`config.mk`:
```
export PLATFORM = sky130hd
export DESIGN_NAME = fifo_wr_arbiter
export DESIGN_NICKNAME = d
export VERILOG_FILES = /design/src/rtl/fifo_pkg.sv /design/src/rtl/rr_pick.sv /design/src/rtl/fifo_wr_arbiter.sv
export SDC_FILE = /design/constraint.sdc
export NUM_CORES = 1
export LEC_CHECK = 0
export CAP_MARGIN = 0
export CORE_UTILIZATION = 35
export CTS_BUF_LIST = sky130_fd_sc_hd__clkbuf_8
export CTS_CLUSTER_DIAMETER = 200
export DETAILED_ROUTE_END_ITERATION = 8
export PLACE_DENSITY = 0.9
export RECOVER_POWER = 25
export SLEW_MARGIN = 10
export SYNTH_ARGS = -nofsm -noshare
export SYNTH_HDL_FRONTEND = slang
export SYNTH_HIERARCHICAL = 1
export SYNTH_SLANG_ARGS = --single-unit
```
`constraint.sdc`:
```
create_clock -name clk -period 3.74 [get_ports clk]
set_input_delay 0.748 -clock clk [delete_from_list [all_inputs] [get_ports clk]]
set_output_delay 0.748 -clock clk [all_outputs]
set_load 0.02 [all_outputs]
```
`src/rtl/fifo_pkg.sv`:
```
// Shared types, default FIFO constants and the round-robin next-grant helper
// used by the FIFO write-port arbiter.
package fifo_pkg;

    typedef enum logic {
        IDLE  = 1'b0,
        BURST = 1'b1
    } arb_state_t;

    localparam int FIFO_WIDTH = 16;
    localparam int FIFO_DEPTH = 8;
    localparam int RR_MAX     = 8;

    // One-hot grant for the first set req at or after owner+1, wrapping modulo n.
    function automatic logic [RR_MAX-1:0] rr_next(
        input logic [RR_MAX-1:0] req,
        input logic [2:0]        owner,
        input int unsigned       n
    );
        logic [RR_MAX-1:0] grant;
        logic              found;
        logic [2:0]        idx;
        grant = {RR_MAX{1'b0}};
        found = 1'b0;
        for (int unsigned k = 1; k <= RR_MAX; k++) begin
            idx = 3'((32'(owner) + k) % n);
            if ((k <= n) && !found && req[idx]) begin
                grant[idx] = 1'b1;
                found      = 1'b1;
            end else begin
                grant = grant;
            end
        end
        return grant;
    endfunction

endpackage

```
`src/rtl/rr_pick.sv`:
```
// Combinational round-robin picker: first set req at or after 'start'
// (wrapping modulo N), returned as one-hot, index and valid flag.
module rr_pick
    import fifo_pkg::*;
#(
    parameter int N     = 4,
    parameter int IDX_W = $clog2(N)
) (
    input  logic [N-1:0]     req,
    input  logic [IDX_W-1:0] start,
    output logic [N-1:0]     onehot,
    output logic [IDX_W-1:0] idx,
    output logic             valid
);

    logic [RR_MAX-1:0] req_ext_s;
    logic [RR_MAX-1:0] grant_s;
    logic [2:0]        prev_s;

    // rr_next scans from the slot after its argument, so hand it start-1.
    always_comb begin
        req_ext_s         = {RR_MAX{1'b0}};
        req_ext_s[N-1:0]  = req;
        prev_s            = (start == {IDX_W{1'b0}}) ? 3'(N - 1) : (3'(start) - 3'd1);
        grant_s           = rr_next(req_ext_s, prev_s, N);
        onehot            = grant_s[N-1:0];
        valid             = |grant_s;
        idx               = {IDX_W{1'b0}};
        for (int i = 0; i < N; i++) begin
            idx = idx | ({IDX_W{grant_s[i]}} & IDX_W'(i));
        end
    end

endmodule

```
`src/rtl/fifo_wr_arbiter.sv`:
```
// Round-robin arbiter sharing one FIFO write port among NUM_REQ producers.
// Define FIFO_WR_ARB_STATS_EN to add per-requester accepted-word counters.
module fifo_wr_arbiter
    import fifo_pkg::*;
#(
    parameter int  NUM_REQ    = 4,
    parameter int  FIFO_WIDTH = fifo_pkg::FIFO_WIDTH,
    parameter int  MAX_BURST  = 4,
    localparam int IDX_W      = $clog2(NUM_REQ),
    localparam int CNT_W      = $clog2(MAX_BURST + 1)
) (
    input  logic                          clk,
    input  logic                          rst_n,
    input  logic [NUM_REQ-1:0]            req,
    input  logic [NUM_REQ*FIFO_WIDTH-1:0] req_data,
    output logic [NUM_REQ-1:0]            gnt,
    output logic [NUM_REQ-1:0]            req_pop,
    output logic                          fifo_wr_en,
    output logic [FIFO_WIDTH-1:0]         fifo_data_in,
    input  logic                          fifo_full,
    input  logic                          fifo_wr_ack,
    input  logic                          fifo_overflow,
    output logic                          arb_err
`ifdef FIFO_WR_ARB_STATS_EN
    ,
    input  logic [IDX_W-1:0]              stat_sel,
    output logic [15:0]                   stat_cnt
`endif
);

    arb_state_t          state_q;
    logic [IDX_W-1:0]    owner_q;
    logic [CNT_W-1:0]    burst_cnt_q;
    logic [NUM_REQ-1:0]  gnt_q;
    logic                wr_pend_q;
    logic                arb_err_q;

    logic [IDX_W-1:0]    start_s;
    logic [NUM_REQ-1:0]  pick_onehot_s;
    logic [IDX_W-1:0]    pick_idx_s;
    logic                pick_valid_s;
    logic                pop_any_s;
    logic                owner_req_s;
    logic                release_s;

    // Datapath: accept rule, write enable and granted-data mux.
    always_comb begin
        req_pop      = gnt_q & req & {NUM_REQ{~fifo_full}};
        pop_any_s    = |req_pop;
        fifo_wr_en   = pop_any_s;
        fifo_data_in = {FIFO_WIDTH{1'b0}};
        for (int i = 0; i < NUM_REQ; i++) begin
            fifo_data_in = fifo_data_in |
                ({FIFO_WIDTH{gnt_q[i]}} & req_data[i*FIFO_WIDTH +: FIFO_WIDTH]);
        end
        owner_req_s = |(gnt_q & req);
        release_s   = (pop_any_s && (burst_cnt_q == CNT_W'(MAX_BURST - 1))) || !owner_req_s;
        start_s     = (owner_q == IDX_W'(NUM_REQ - 1)) ? {IDX_W{1'b0}} : (owner_q + IDX_W'(1));
    end

    rr_pick #(
        .N     (NUM_REQ),
        .IDX_W (IDX_W)
    ) u_pick (
        .req    (req),
        .start  (start_s),
        .onehot (pick_onehot_s),
        .idx    (pick_idx_s),
        .valid  (pick_valid_s)
    );

    // Grant FSM plus the write-acknowledge / overflow protocol monitor.
    always_ff @(posedge clk or negedge rst_n) begin
        if (!rst_n) begin
            state_q     <= IDLE;
            owner_q     <= IDX_W'(NUM_REQ - 1);
            burst_cnt_q <= {CNT_W{1'b0}};
            gnt_q       <= {NUM_REQ{1'b0}};
            wr_pend_q   <= 1'b0;
            arb_err_q   <= 1'b0;
        end else begin
            wr_pend_q <= fifo_wr_en;
            arb_err_q <= arb_err_q | (wr_pend_q ^ fifo_wr_ack) | fifo_overflow;
            case (state_q)
                IDLE: begin
                    if (pick_valid_s) begin
                        gnt_q       <= pick_onehot_s;
                        owner_q     <= pick_idx_s;
                        burst_cnt_q <= {CNT_W{1'b0}};
                        state_q     <= BURST;
                    end else begin
                        gnt_q       <= {NUM_REQ{1'b0}};
                        burst_cnt_q <= {CNT_W{1'b0}};
                        state_q     <= IDLE;
                    end
                end
                BURST: begin
                    // Old owner sits last in the scan, so it only wins if alone.
                    if (release_s) begin
                        burst_cnt_q <= {CNT_W{1'b0}};
                        if (pick_valid_s) begin
                            gnt_q   <= pick_onehot_s;
                            owner_q <= pick_idx_s;
                            state_q <= BURST;
                        end else begin
                            gnt_q   <= {NUM_REQ{1'b0}};
                            state_q <= IDLE;
                        end
                    end else if (pop_any_s) begin
                        burst_cnt_q <= burst_cnt_q + CNT_W'(1);
                    end else begin
                        burst_cnt_q <= burst_cnt_q;
                    end
                end
                default: begin
                    gnt_q       <= {NUM_REQ{1'b0}};
                    burst_cnt_q <= {CNT_W{1'b0}};
                    state_q     <= IDLE;
                end
            endcase
        end
    end

    assign gnt     = gnt_q;
    assign arb_err = arb_err_q;

`ifdef FIFO_WR_ARB_STATS_EN
    logic [15:0] stat_q [NUM_REQ];

    // Saturating per-requester accepted-word counters.
    always_ff @(posedge clk or negedge rst_n) begin
        if (!rst_n) begin
            for (int i = 0; i < NUM_REQ; i++) begin
                stat_q[i] <= 16'h0000;
            end
        end else begin
            for (int i = 0; i < NUM_REQ; i++) begin
                if (req_pop[i] && (stat_q[i] != 16'hFFFF)) begin
                    stat_q[i] <= stat_q[i] + 16'h0001;
                end else begin
                    stat_q[i] <= stat_q[i];
                end
            end
        end
    end

    // Out-of-range selects match no entry and read back as zero.
    always_comb begin
        stat_cnt = 16'h0000;
        for (int i = 0; i < NUM_REQ; i++) begin
            stat_cnt = stat_cnt | ({16{stat_sel == IDX_W'(i)}} & stat_q[i]);
        end
    end
`endif

endmodule
```
Word level (Yosys, flattened, before mapping)
Index checks and enable logic that the tools add are counted.
{"block": "op_classes", "add_sub_neg": 7, "mul": 0, "div": 0, "n_lt_le_gt_ge": 8, "eq_ne": 4, "shift": 0, "mux": 37, "bitwise": 19, "reduce_logical": 17}
{"operator": "bitwise AND 16 bit", "count": 4}
{"operator": "bitwise OR 16 bit", "count": 3}
{"operator": "2-to-1 mux 8 bit", "count": 3}
{"operator": "bitwise OR 8 x 4 -> 8 bit", "count": 3}
{"operator": "< comparator 2 x 4 -> 1 bit (second input constant)", "count": 4}
{"operator": "2-to-1 mux 1 bit", "count": 13}
{"operator": "2-to-1 mux 4 bit", "count": 3}
{"operator": "bitwise AND 4 bit", "count": 2}
{"operator": "binary-select mux 1 bit (select 2 bit)", "count": 4}
{"operator": "demux 1 bit (select 2 bit)", "count": 4}
{"operator": ">= comparator 2 x 1 -> 1 bit (second input constant)", "count": 4}
{"operator": "logical AND 1 bit", "count": 8}
{"operator": "2-to-1 mux 2 bit", "count": 4}
{"operator": "one-hot mux 4 bit (2 select lines)", "count": 1}
{"operator": "OR reduction 4 bit", "count": 2}
{"operator": "OR reduction 8 bit", "count": 1}
{"operator": "adder 2 x 1 -> 2 bit (second input constant)", "count": 3}
{"operator": "2-to-1 mux 3 bit", "count": 2}
{"operator": "one-hot mux 3 bit (2 select lines)", "count": 1}
{"operator": "adder 2 bit (second input constant)", "count": 2}
{"operator": "zero test 1 bit", "count": 4}
{"operator": "one-hot mux 2 bit (2 select lines)", "count": 1}
{"operator": "adder 3 x 1 -> 3 bit (second input constant)", "count": 1}
{"operator": "equality test 3 x 2 -> 1 bit (second input constant)", "count": 1}
{"operator": "other kinds (12)", "count": 14}
{"block": "totals", "ff_bits": 12, "latch_bits": 0, "mem_bits_rw": 0, "romBits": 0, "input_bits": 73, "out_inout_bits": 26, "elab_cells": 98, "mem_count": 0}

Logic depth before layout (Yosys ltp)
{"block": "depth", "word_depth": 22, "depth_mapped": 12, "ltp_nobuf": 12}

Cells and area by module
Netlist, hierarchy kept.
{"module": "fifo_wr_arbiter", "n_inst": 1, "cells_each": 113, "area_each_um2": 933.4, "seq_area_each_um2": 302.8}
{"module": "rr_pick", "n_inst": 1, "cells_each": 46, "area_each_um2": 385.4, "seq_area_each_um2": 0.0}

Worst setup path after synthesis
Ideal clock, no wire load.
{"block": "synth_path", "kind": "register to register", "from": "register owner_q[0]", "to": "register owner_q[0]", "setup_time_ns": 0.082, "arrival_time_ns": 3.311, "t_required_ns": 3.658, "slack_ns": 0.347, "path_stages_with_launch": 13, "period_less_slack_ns": 3.393, "cell_sequence": "dfstp_2 -> ha_1 -> nor2_1 -> inv_1 -> ha_1 -> nand2b_2 -> mux2i_2 -> a21boi_2 -> or3b_1 -> a41oi_2 -> or4_1 -> nand2_2 -> mux2_4"}
{"block": "synth_via", "word_cells_on_any_way": 60, "classes_between": "add/sub: 6; order compare: 8; eq/ne: 1; mux: 28; bitwise: 5; reduce/logical: 12"}
{"item": "from (decl)", "line_no": "fifo_wr_arbiter.sv:32", "text": "logic [IDX_W-1:0] owner_q;"}
{"item": "from (signal assigned)", "line_no": "fifo_wr_arbiter.sv:76", "text": "owner_q <= IDX_W'(NUM_REQ - 1);"}
{"item": "from (signal assigned)", "line_no": "fifo_wr_arbiter.sv:88", "text": "owner_q <= pick_idx_s;"}
{"item": "from (signal assigned)", "line_no": "fifo_wr_arbiter.sv:103", "text": "owner_q <= pick_idx_s;"}
{"item": "adder 2 x 1 -> 2 bit or equality test 2 bit (tied branches)", "line_no": "fifo_wr_arbiter.sv:58", "text": "start_s = (owner_q == IDX_W'(NUM_REQ - 1)) ? {IDX_W{1'b0}} : (owner_q + IDX_W'(1));"}
{"item": "2-to-1 mux 2 bit (*)", "line_no": "fifo_wr_arbiter.sv:58"}
{"item": "via start_s[0]", "line_no": "fifo_wr_arbiter.sv:38", "text": "logic [IDX_W-1:0] start_s;"}
{"item": "subtractor 2 x 1 -> 2 bit or zero test 2 bit (tied branches)", "line_no": "rr_pick.sv:24", "text": "prev_s = (start == {IDX_W{1'b0}}) ? 3'(N - 1) : (3'(start) - 3'd1);"}
{"item": "2-to-1 mux 2 bit (*)", "line_no": "rr_pick.sv:24"}
{"item": "parallel branches: the longest is 12 deep, another holds < comparator 2 x 4 -> 1 bit"}
{"item": "2-to-1 mux 8 bit (*)", "line_no": "fifo_pkg.sv:27", "text": "if ((k <= n) && !found && req[idx]) begin"}
{"item": "via pick_onehot_s[1]", "line_no": "fifo_wr_arbiter.sv:39", "text": "logic [NUM_REQ-1:0] pick_onehot_s;"}
{"item": "OR reduction 8 bit (*)", "line_no": "rr_pick.sv:27", "text": "valid = |grant_s;"}
{"item": "via pick_valid_s", "line_no": "fifo_wr_arbiter.sv:41", "text": "logic pick_valid_s;"}
{"item": "2-to-1 mux 2 bit (*)", "line_no": "fifo_wr_arbiter.sv:86, fifo_wr_arbiter.sv:101"}
{"item": "2-to-1 mux 2 bit", "line_no": "fifo_wr_arbiter.sv:99", "text": "if (release_s) begin"}
{"item": "one-hot mux 2 bit (2 select lines) (*)", "line_no": "fifo_wr_arbiter.sv:84", "text": "case (state_q)"}
Mark *: on every way through the listed nets, which the timed path passes. The select of a mux whose other input is x is not followed.
A chain may end at the register's enable or synchronous reset.

Worst setup path after layout
{"block": "layout_path", "from": "register owner_q[0]", "to": "register owner_q[1]"}
Same word-level chain as after synthesis.

==> results.json <==
{
  "drtPass1Iterations": 4,
  "dp_cells": 297,
  "pwr-share-seq": 0.129,
  "synthArstFlopShare": 1.000,
  "pwr-share-comb": 0.799,
  "hold_viol": 0,
  "finalMaxSlewViolations": 0,
  "routed_wl_mm": 4.854,
  "internal_power_uw": 1042,
  "stdcell_area_um2": 2380,
  "area_growth_pct": 80.46,
  "grt_max_degree": 20,
  "rows": 21,
  "fmax_ghz": 0.2885,
  "synth.most_common_cell": "a22oi_1",
  "crit_chain": "ha_1 > inv_1 > ha_1 > nand2b_2 > mux2i_1 > mux2_2 > or3b_1 > a41oi_2 > or4_1 > nand2_2 > mux2_4",
  "routed-via-count": 1589,
  "crit_buf_inv": 1,
  "endpoint_kind": "flop",
  "crit_slowest_cell": "or4_1",
  "period_share": 0.9268,
  "drt_iter0_markers": 77,
  "numCtsBuffers": 3,
  "placed_area_um2": 2325,
  "holdBufCountCts": 0,
  "dieArea_um2": 4018,
  "hpwl_mm": 3.834,
  "grt_pass1_wl_mm": 7.831,
  "crit_path_start": "owner_q[0]$_DFFE_PN1P_",
  "met3_length_um": 330,
  "ys_ff_latch": 12,
  "grt_pass1_vias": 1545,
  "cts_htree_levels": 1,
  "clockBufferDepth": 2,
  "rsz0062_at_grt": "no",
  "crit_fanout": 6,
  "cts-resized-gates": 0,
  "viasPerCell": 5.279,
  "netlist_top_cells_count": "32 x a22oi_1, 24 x nand2_1, 15 x nor2_1",
  "route.met2.wl_mm": 2.504,
  "die_w_um": 63.39,
  "synthFlopType": "dfrtp_1",
  "synth.distinct_cells": 36,
  "tightest_slew_ns": 0.6305,
  "detail-route-antenna-nets": 0,
  "path_delay_family": "simple AND/OR/NAND/NOR gates",
  "ctsRootBufferMaster": "clkbuf_8",
  "yosys-top-cells-area": "dfrtp_1 19%, a22oi_1 18%, ha_1 10%",
  "wl_per_cell_um": 16.13,
  "cts_tree": "built",
  "grt_use_total": 0.2529,
  "start_kind": "flop",
  "cp.required_ns": 3.91,
  "grt_remaining_overflow": 0,
  "worstSetupPathType": "reg2reg",
  "io_pins": 99,
  "synth-edff-count": 0,
  "syn-num-nets": 243,
  "r2r-start": "owner_q[0]$_DFFE_PN1P_",
  "dieHeight_um": 63.39,
  "clock-sinks": 12,
  "synth_area_um2": 1319,
  "cp_common_cell": "ha_1",
  "yosysSeqAreaShare": 0.2296,
  "routed.top_layer": "met4",
  "clkLatencyLatePin_ns": 0.24,
  "cellLeakagePower_uw": 0.0009848,
  "drv_cap": 0,
  "fin_crit_ns": 3.466,
  "pwr-share-clk": 0.072,
  "io_buffers": 98,
  "cts_setup_buffers": 0,
  "antenna_found_initial": 0,
  "drc_errors": 0,
  "drive_gt1_frac": 0.09020,
  "setup_tns_ns": 0,
  "core-area_um2": 3468,
  "critPathMaxStageDelay_ns": 0.64,
  "arrival_ns": 3.64,
  "worstHoldStart": "arb_err$_DFF_PN0_",
  "drt-met1-wl_mm": 1.893,
  "p_switching_uw": 958.6,
  "slew_headroom": 0.5797,
  "place_congestion": 0.8763,
  "synth_area_leader_cell": "dfrtp_1",
  "netlist_instances": 159,
  "setup_viol": 0,
  "peakVddDrop_v": 0.0005168,
  "syn_area_per_cell_um2": 8.294,
  "yosysWarnings": 6,
  "status": "finished, final reports clean",
  "hold_path.class": "reg2reg",
  "nNetsFinal": 340,
  "sw_frac_of_total": 0.4792,
  "initial_utilization": 0.3802,
  "path_clk_slew_ns": 0.06,
  "n_antenna_cell": 0,
  "synth_top_cell_area_share": 0.1898,
  "fin_skew_ns": 0.004894,
  "pwr_density_cell_nw_per_um2": 840.6,
  "instances_no_fill": 301
}
## logic make-up (layout without fill, tap and decap cells)
kind of cell / count (synthesis) / after routing / share of synthesized area
adders and majority gates: 11 / 11 / 0.1044
AOI/OAI and AO/OA: 45 / 45 / 0.2761
DFF: 12 / 12 / 0.2296
buffers and inverters: 18 / 114 / 0.07020
muxes: 10 / 10 / 0.08823
and+or+nand+nor: 61 / 61 / 0.2182
xor gates and xnor gates: 2 / 2 / 0.01329
## worst register-to-register path, delay by kind of cell, from the launching register on
family / cells / cell delay (ns)
muxes: 3 / 0.93
DFF: 1 / 0.54
adders and majority gates: 2 / 0.53
and+or+nand+nor: 4 / 1.11
buffers and inverters: 1 / 0.14
AOI/OAI and AO/OA: 1 / 0.13
## registers in the layout, indices dropped and copies added (netlist names)
register	count
gnt	4
burst_cnt_q	3
owner_q	2
arb_err	1
state_q	1
wr_pend_q	1
## through the flow
stage                     setup slack (ns)  power (uW)    util  hold slack [ns]
final                               0.2738        2000  0.6861           0.4717
after detailed placement            0.4246        1832  0.6703           0.4574
after floorplan                     0.3471        1338       -           0.4524
after global placement              0.5547        1796  0.6703           0.4611
after global routing               0.07820        2165  0.6861           0.4867
after CTS                           0.3003        1992  0.6861           0.4709
## worst paths after layout
kind | slack (ns) | cells past startpoint | endpoint
setup / recovery | 0.27 | 11 | owner_q[1]$_DFFE_PN1P_
hold / removal | 0.47 | 1 | arb_err$_DFF_PN0_
setup reg to reg | 0.27 | 11 | owner_q[1]$_DFFE_PN1P_
hold reg to reg | 0.47 | 1 | arb_err$_DFF_PN0_
max in group asynchronous | 2.44 | 1 | owner_q[0]$_DFFE_PN1P_
min in group asynchronous | 0.93 | 1 | state_q$_DFF_PN0_
## routing by layer
layer / GRT usage / vias to the layer above
met1: 0.2817 / 744
met3: 0.06159 / 10
met2: 0.4508 / 65
met4: 0.1080 / 0
li1: - / 770
met5: 0 / -
## power by group through the flow
stage	clock [uW]	sequential (uW)	combinational, uW
2_1_floorplan	0	238	1100
3_3_place_gp	0	257	1540
3_5_place_dp	0	261	1570
4_1_cts	146	258	1590
5_1_grt	151	268	1750
6_report	144	258	1600
## cells in the final DEF, fill, tap and decap left out, types with 3 or more instances in the layout
cell type and count:
nand2_1 24, o21ai_1 4, clkdlybuf4s50_1 97, nand3_1 8, ha_1 11, a22oi_1 32, or3b_1 3, nor2_1 15
dfrtp_1 10, inv_1 8, buf_4 4, a41oi_2 3, mux2i_1 5, clkbuf_8 4
## layout make-up
cell class                 instances  area (um^2)
tap                               46        57.56
inverter                           8        30.03
sequential                        12        302.8
timing repair buffer             102         1011
fill                             279         1089
multi-input combinational        129        923.4
clock buffer                       4        55.05
(Power assumes the default switching activity.)
